File: src/rtl/upsampling.sv
`default_nettype none
// +----------------------------------------------------------------------------+
// | upsampling                                                                 |
// | Streaming nearest-neighbour 2x upsampler with a one-row line buffer.       |
// | Define UPSAMPLING_VDUP_EN to also duplicate rows vertically.               |
// | Revision: 1.0                                                              |
// +----------------------------------------------------------------------------+
module upsampling #(
  parameter int WIDTH   = 8,
  parameter int IN_COLS = 2,
  parameter int IN_ROWS = 2
) (
  input  logic             clk,
  input  logic             rst_n,
  input  logic             in_valid,
  output logic             in_ready,
  input  logic [WIDTH-1:0] in_data,
  input  logic             in_sof,
  output logic             out_valid,
  input  logic             out_ready,
  output logic [WIDTH-1:0] out_data,
  output logic             out_sof,
  output logic             out_eol,
  output logic             out_eof
);

  localparam int CW = (IN_COLS > 1) ? $clog2(IN_COLS) : 1;
  localparam int RW = (IN_ROWS > 1) ? $clog2(IN_ROWS) : 1;
  localparam logic [CW-1:0] C_COL_LAST = CW'(IN_COLS - 1);
  localparam logic [RW-1:0] C_ROW_LAST = RW'(IN_ROWS - 1);

  typedef enum logic [1:0] {
    S_FILL  = 2'd0,
    S_EMIT0 = 2'd1,
    S_EMIT1 = 2'd2
  } state_t;

`ifdef UPSAMPLING_VDUP_EN
  localparam state_t C_LAST_EMIT = S_EMIT1;
`else
  localparam state_t C_LAST_EMIT = S_EMIT0;
`endif

  state_t           state_q, state_d;
  logic [CW-1:0]    col_q, col_d;
  logic [RW-1:0]    row_q, row_d;
  logic             h_q, h_d;
  logic [WIDTH-1:0] line_q [IN_COLS];
  logic [WIDTH-1:0] line_d [IN_COLS];

  logic             w_resync;
  logic [CW-1:0]    w_wr_col;
  logic             w_row_end;

  always_comb begin
    state_d = state_q;
    col_d   = col_q;
    row_d   = row_q;
    h_d     = h_q;
    line_d  = line_q;

    // A frame start seen anywhere but (0,0) restarts the frame at this pixel.
    w_resync  = in_sof && ((row_q != '0) || (col_q != '0));
    w_wr_col  = w_resync ? '0 : col_q;
    w_row_end = (col_q == C_COL_LAST) && h_q;

    case (state_q)
      S_FILL: begin
        if (in_valid) begin
          line_d[w_wr_col] = in_data;
          if (w_resync) begin
            row_d = '0;
          end
          if (w_wr_col == C_COL_LAST) begin
            col_d   = '0;
            h_d     = 1'b0;
            state_d = S_EMIT0;
          end else begin
            col_d = w_wr_col + 1'b1;
          end
        end
      end
      S_EMIT0, S_EMIT1: begin
        if (out_ready) begin
          h_d = ~h_q;
          if (h_q) begin
            col_d = col_q + 1'b1;
          end
          if (w_row_end) begin
            col_d = '0;
            if (state_q == C_LAST_EMIT) begin
              state_d = S_FILL;
              row_d   = (row_q == C_ROW_LAST) ? '0 : row_q + 1'b1;
            end else begin
              state_d = S_EMIT1;
            end
          end
        end
      end
      default: state_d = S_FILL;
    endcase
  end

  always_ff @(posedge clk) begin
    if (!rst_n) begin
      state_q <= S_FILL;
      col_q   <= '0;
      row_q   <= '0;
      h_q     <= 1'b0;
      for (int i = 0; i < IN_COLS; i++) begin
        line_q[i] <= '0;
      end
    end else begin
      state_q <= state_d;
      col_q   <= col_d;
      row_q   <= row_d;
      h_q     <= h_d;
      line_q  <= line_d;
    end
  end

  // Handshake outputs are forced low while reset is held.
  assign in_ready  = rst_n && (state_q == S_FILL);
  assign out_valid = rst_n && (state_q != S_FILL);
  assign out_data  = out_valid ? line_q[col_q] : '0;
  assign out_sof   = out_valid && (row_q == '0) && (col_q == '0) && !h_q
                     && (state_q == S_EMIT0);
  assign out_eol   = out_valid && w_row_end;
  assign out_eof   = out_eol && (row_q == C_ROW_LAST) && (state_q == C_LAST_EMIT);

endmodule
`default_nettype wire

File: config.mk
export PLATFORM = sky130hd
export DESIGN_NAME = upsampling
export DESIGN_NICKNAME = d
export VERILOG_FILES = /design/src/rtl/upsampling.sv
export SDC_FILE = /design/constraint.sdc
export NUM_CORES = 1
export LEC_CHECK = 0
export ABC_CLOCK_PERIOD_IN_PS = 1800
export CAP_MARGIN = 20
export CORE_MARGIN = 2
export CORE_UTILIZATION = 48
export DETAILED_ROUTE_END_ITERATION = 6
export PLACE_DENSITY = 0.77
export SLEW_MARGIN = 20
export SYNTH_ARGS = -nofsm -noshare
export SYNTH_HDL_FRONTEND = slang
export SYNTH_SLANG_ARGS = --single-unit
File: constraint.sdc
create_clock -name clk -period 1.8 [get_ports clk]
set_input_delay 0.36 -clock clk [delete_from_list [all_inputs] [get_ports clk]]
set_output_delay 0.36 -clock clk [all_outputs]
set_load 0.03 [all_outputs]
==> impl_metrics.toml, run 1 <==
[global_route]
grt_overflow_total = 0
track_usage = 0.263
grt_pass1_vias = 1110
grt_max_degree = 20
grt_pass1_wl_um = 5130
antenna_found_initial = 0

[sta]
worstMarginPinSlew_ps = 390
slew_viol_final = 0
hold_viol = 0
finalWorstSetupSlack_ps = -64.7
finalCritPeriodShare = 1.04
fmaxAchievable_ghz = 0.536
post-route-min-period_ps = 1860
skew_ps = 4.73
hold_slack_ps = 467
slew_headroom = 0.740
rsz0062_at_grt = "true"
setup_viol = 10

[floorplanning]
io-pin-count = 26
die_area_mm2 = 0.00273
die_w_um = 52.2
core-area_mm2 = 0.00221
row_count = 17
start_util = 0.505
die_height_um = 52.2

[place]
globalplace.congestion = 0.810
port_buffers = 25
dp_slack_ps = -203
dpl.hpwl_um = 2070

[worst_setup_path]
critPathCapture = "out_eof"
worstPathMaxFanout = 3
path_cells = "inv_4 > ha_4 > nor2_4 > and3_4 > and3_4 > buf_6"
critical_path_class = "register to primary output"
cp.required_ps = 1440
cp_num_buf_inv = 2
slowest_stage = "dfxtp_2"
r2r_cells = 7
r2r_slack_ps = 100
cp_slowest_stage_delay_ps = 370
regToRegEndpoint = "row_q$_SDFFE_PN0P_"
crit_top_cell = "and3_4"
arrival_ps = 1500
endpoint_kind = "primary output"
path_depth = 6
cp_top_family = "simple AND/OR/NAND/NOR gates"
startpoint = "state_q[1]$_SDFFE_PN0P_"
start_kind = "register"
reg2reg_from = "state_q[1]$_SDFFE_PN0P_"

[yosys]
synth_seq_cells = 21
synth_cell_types = 24
synthesis.area_mm2 = 0.00112
yosys.area.top_type = "dfxtp_1"
ys_top_cells_by_area = "dfxtp_1 (38%), mux2i_1 (17%), nor2_1 (7.1%)"
avgSynthCellArea_um2 = 8.39
synth_nets = 150
synth-seq-area-share = 0.377
synth_top_area_share = 0.377
syn_inst = 133
yosys_warnings = 0

[flow_run]
drv_cap = 0

[clock_network]
cts.clk_slew.worst_paths_ps = 110
ctsHoldBuffers = 0
clkLatencyLatePin_ps = 310
cts_tree = "yes"
htree_levels = 1
cts_buffer_depth = 2
cts_sinks = 21
root_buffer = "clkbuf_4"
numCtsBuffers = 3

[pwr]
power_mw = 1.00
swShare = 0.294
internal_power_mw = 0.709
clkPwrFrac = 0.229
power_density_mw_per_mm2 = 578
cellLeakagePower_nw = 0.678
ir_worst_vdd_v = 0.000553
seq_power_share = 0.504
p_switching_mw = 0.295
pwr-share-comb = 0.267

[detailed_routing]
wl_per_cell_um = 15.7
first_pass_iters = 4
drtIter0Drc = 23
ant_nets = 0
num_vias = 1095
drc_errors = 0
wl_um = 3200
viasPerCell = 5.37

[hold_path]
worstHoldPathCells = 2
hp-start = "line_q[1]$_SDFFE_PN0P_"
hold_path_class = "register to register"

[finish]
num-nets-final = 194
diodes = 0
drive_gt1_frac = 0.369
area_delta_synth_final_pct = 55.5

[status]
violations = "negative setup slack"
status = "finished with violations"
==> state kept, by name, summed over array words and instances (netlist names) <==
| name | cells |
|---|---|
| state_q | 2 |
| h_q | 1 |
| line_q | 16 |
| row_q | 1 |
| col_q | 1 |
==> cells in the final DEF (no fill, tap or decap), types with 9 or more instances in the layout <==
cell and count:
nand2_1 19, a21oi_1 10, mux2i_1 16, dfxtp_1 18, buf_4 22, nor2_4 9
buf_6 12, nor2_1 12, clkdlybuf4s50_1 11
==> through the flow <==
stage	setup TNS (ps)	utilization	instances	cell area, um2
3_3_place_gp	-674	0.661	192	1460
6_report	-246	0.785	204	1740
3_5_place_dp	-1290	0.661	192	1460
4_1_cts	-34.5	0.770	201	1700
2_1_floorplan	-122	-	133	1140
5_1_grt	-948	0.785	204	1740
==> cell families (layout without fill, tap and decap cells) <==
| kind of cell | Yosys count | after routing | share of synthesized area |
|---|---|---|---|
| compound gates | 18 | 18 | 0.120 |
| fa+ha+maj | 4 | 4 | 0.0448 |
| buf+inv | 13 | 56 | 0.0493 |
| flops | 21 | 21 | 0.377 |
| mux | 20 | 20 | 0.180 |
| simple gates | 57 | 57 | 0.229 |
==> tightest hold or removal path: cells and delay by family (launching register included) <==
kind,cells,cell delay [ps]
and+or+nand+nor,1,50
AOI/OAI and AO/OA,1,50
DFF,1,330
==> layer usage <==
| metal | GRT usage | share of wire |
|---|---|---|
| met1 | 0.286 | 0.42 |
| met2 | 0.502 | 0.54 |
| met3 | 0.0286 | 0.024 |
| met4 | 0.120 | 0.019 |
| met5 | 0 | 0 |
==> what timing repair did <==
item                                    CTS  global route
resized for setup                        48             3
endpoints found under the setup margin   12            11
pin swaps                                12             3
buffers inserted                          5             3
==> worst min path at each step <==
| stage | endpoint |
|---|---|
| floorplan | line_q[0]$_SDFFE_PN0P_ |
| global placement | line_q[5]$_SDFFE_PN0P_ |
| detailed placement | line_q[6]$_SDFFE_PN0P_ |
| CTS | line_q[1]$_SDFFE_PN0P_ |
| global route | line_q[2]$_SDFFE_PN0P_ |
| finish | line_q[1]$_SDFFE_PN0P_ |
==> final cells by class <==
type	count	area, um2
clock buffer	4	26.3
multi-input combinational	99	787
timing repair buffer	47	439
tap	28	35.0
fill	156	477
sequential	21	424
inverter	5	23.8
==> synth_stat cells <==
library cell / n
a2111oi_4: 1
a21o_1: 1
a21oi_1: 10
a221oi_1: 1
a22o_1: 1
and2_1: 1
and3_1: 4
buf_2: 5
clkbuf_1: 3
dfxtp_1: 21
ha_1: 4
inv_1: 5
mux2_2: 1
mux2i_1: 19
nand2_1: 19
nand2b_1: 4
nand3_1: 3
nand3b_1: 2
nor2_1: 21
nor2b_1: 2
nor4_1: 1
o21ai_0: 2
o221a_1: 1
o32a_1: 1
==> power groups by stage <==
stage                     clock (mW)  combinational (mW)  sequential, mW
after global routing           0.248               0.284           0.509
after detailed placement           0               0.224           0.513
after CTS                      0.225               0.258           0.504
after global placement             0               0.216           0.511
final                          0.229               0.268           0.506
after floorplan                    0               0.141           0.506
Power figures use the tool's default switching activity.
==> run 2, diff against run 1 <==
Settings changed: ABC_CLOCK_PERIOD_IN_PS 1800 to 1820, RECOVER_POWER from default to 25.
Clock period 1.8 ns to 1.82 ns, I/O delays scaled along.
==> impl_metrics.toml, run 2 (synthesis results as in run 1) <==
[clock_network]
root_buffer = "clkbuf_4"
cts_tree = "yes"
cts_sinks = 21
cts_buffer_depth = 2
clkLatencyLatePin_ps = 300
numCtsBuffers = 3
htree_levels = 1
cts.clk_slew.worst_paths_ps = 110
ctsHoldBuffers = 0

[flow_run]
drv_cap = 0

[global_route]
grt_max_degree = 20
grt_overflow_total = 0
grt_pass1_vias = 1067
track_usage = 0.236
grt_pass1_wl_um = 4730
antenna_found_initial = 0

[detailed_routing]
wl_um = 2880
num_vias = 1082
ant_nets = 0
drc_errors = 0
first_pass_iters = 4
wl_per_cell_um = 14.4
drtIter0Drc = 18
viasPerCell = 5.41

[pwr]
cellLeakagePower_nw = 0.651
internal_power_mw = 0.690
power_density_mw_per_mm2 = 571
ir_worst_vdd_v = 0.000440
seq_power_share = 0.517
power_mw = 0.967
clkPwrFrac = 0.227
swShare = 0.286
pwr-share-comb = 0.256
p_switching_mw = 0.276

[finish]
drive_gt1_frac = 0.337
final_cell_mix = "nand2_1 (19), dfxtp_1 (18), mux2i_1 (17), buf_4 (17), nor2_1 (12)"
multi_input_area_um2 = 783
top_register = "line_q"
area_delta_synth_final_pct = 51.8
diodes = 0
fill_cells = 147
fin_area_mm2 = 0.00169
largest_reg_flops = 16
num-nets-final = 190
layout.cells.non_filler = 200
reg_top3 = "line_q (16), state_q (2)"
final_common_cell = "nand2_1"
ff_latch_area_um2 = 427

[place]
port_buffers = 25
globalplace.congestion = 0.808
dpl.hpwl_um = 1960
postPlaceCellArea_mm2 = 0.00146
dp_slack_ps = -199
dp.cells = 191

[sta]
hold_viol = 0
skew_ps = 3.13
slew_headroom = 0.752
finalWorstSetupSlack_ps = -9.19
fmaxAchievable_ghz = 0.547
worstMarginPinSlew_ps = 372
rsz0062_at_grt = "true"
finalCritPeriodShare = 1.01
slew_viol_final = 0
setup_viol = 2
post-route-min-period_ps = 1830

[worst_setup_path]
arrival_ps = 1470
cp.required_ps = 1460
start_kind = "register"
endpoint_kind = "primary output"
critical_path_class = "register to primary output"
worstPathMaxFanout = 3
r2r_slack_ps = 80

[floorplanning]
die_height_um = 52.2
row_count = 17
core-area_mm2 = 0.00221
die_w_um = 52.2
start_util = 0.505
die_area_mm2 = 0.00273
io-pin-count = 26

[status]
status = "finished with violations"
violations = "negative setup slack"

[hold_path]
hold_path_class = "register to register"
==> run 2: cell count changes in the layout (fill, tap and decap cells not counted) <==
cell             change
buf_4                -5
clkbuf_1             +2
buf_6                -1
clkdlybuf4s15_1      +1
dfxtp_2              -1
dfxtp_4              +1
dlygate4sd2_1        -1
mux2i_1              +1
mux2i_2              -1
==> run 2: worst max-delay path, cell delays in order, from the launching register on <==
cell and delay, ps:
dfxtp_2 380, inv_4 60, ha_4 160, nor2_4 80
and3_4 190, and3_4 180, buf_6 120
==> run 2: final cells by class <==
cell class | instances | share of cell area
clock buffers | 4 | 0.0155
inverters | 5 | 0.0140
multi-input cells | 99 | 0.462
flip-flops and latches | 21 | 0.252
well taps | 28 | 0.0207
repair buffers | 43 | 0.236
==> run 2: worst paths after layout <==
kind                                 from                endpoint  depth (start not counted)
setup / recovery  state_q[1]$_SDFFE_PN0P_                 out_eof                          6
hold / removal     line_q[1]$_SDFFE_PN0P_  line_q[1]$_SDFFE_PN0P_                          2
setup reg to reg  state_q[1]$_SDFFE_PN0P_      row_q$_SDFFE_PN0P_                          7
hold reg to reg    line_q[1]$_SDFFE_PN0P_  line_q[1]$_SDFFE_PN0P_                          2
==> run 2: what timing repair did <==
item / 4_1_cts / 5_1_grt
endpoints found under the setup margin: 11 / 11
gates cloned: 0 / 0
pin swaps: 6 / 6
buffers inserted: 4 / 1
resized for setup: 41 / 10
==> run 2: power by group through the flow <==
stage                     clock (mW)  sequential (mW)  combinational [mW]
after floorplan                    0            0.501               0.140
after global routing           0.250            0.503               0.267
after global placement             0            0.506               0.212
after detailed placement           0            0.508               0.217
after CTS                      0.229            0.499               0.243
final                          0.219            0.500               0.247
==> run 2: through the flow <==
stage,setup TNS (ps),util,hold slack (ps)
2_1_floorplan,-106,-,436
3_3_place_gp,-550,0.658,442
3_5_place_dp,-1100,0.658,450
4_1_cts,0,0.748,466
5_1_grt,-609,0.766,499
6_report,-11.7,0.766,467
==> run 2: layer usage <==
layer,global-route usage,vias up,routed length (um)
li1,-,533,-
met1,0.297,514,1180
met5,0,-,0
met3,0.0343,2,143
met4,0.0769,0,9
met2,0.414,33,1540
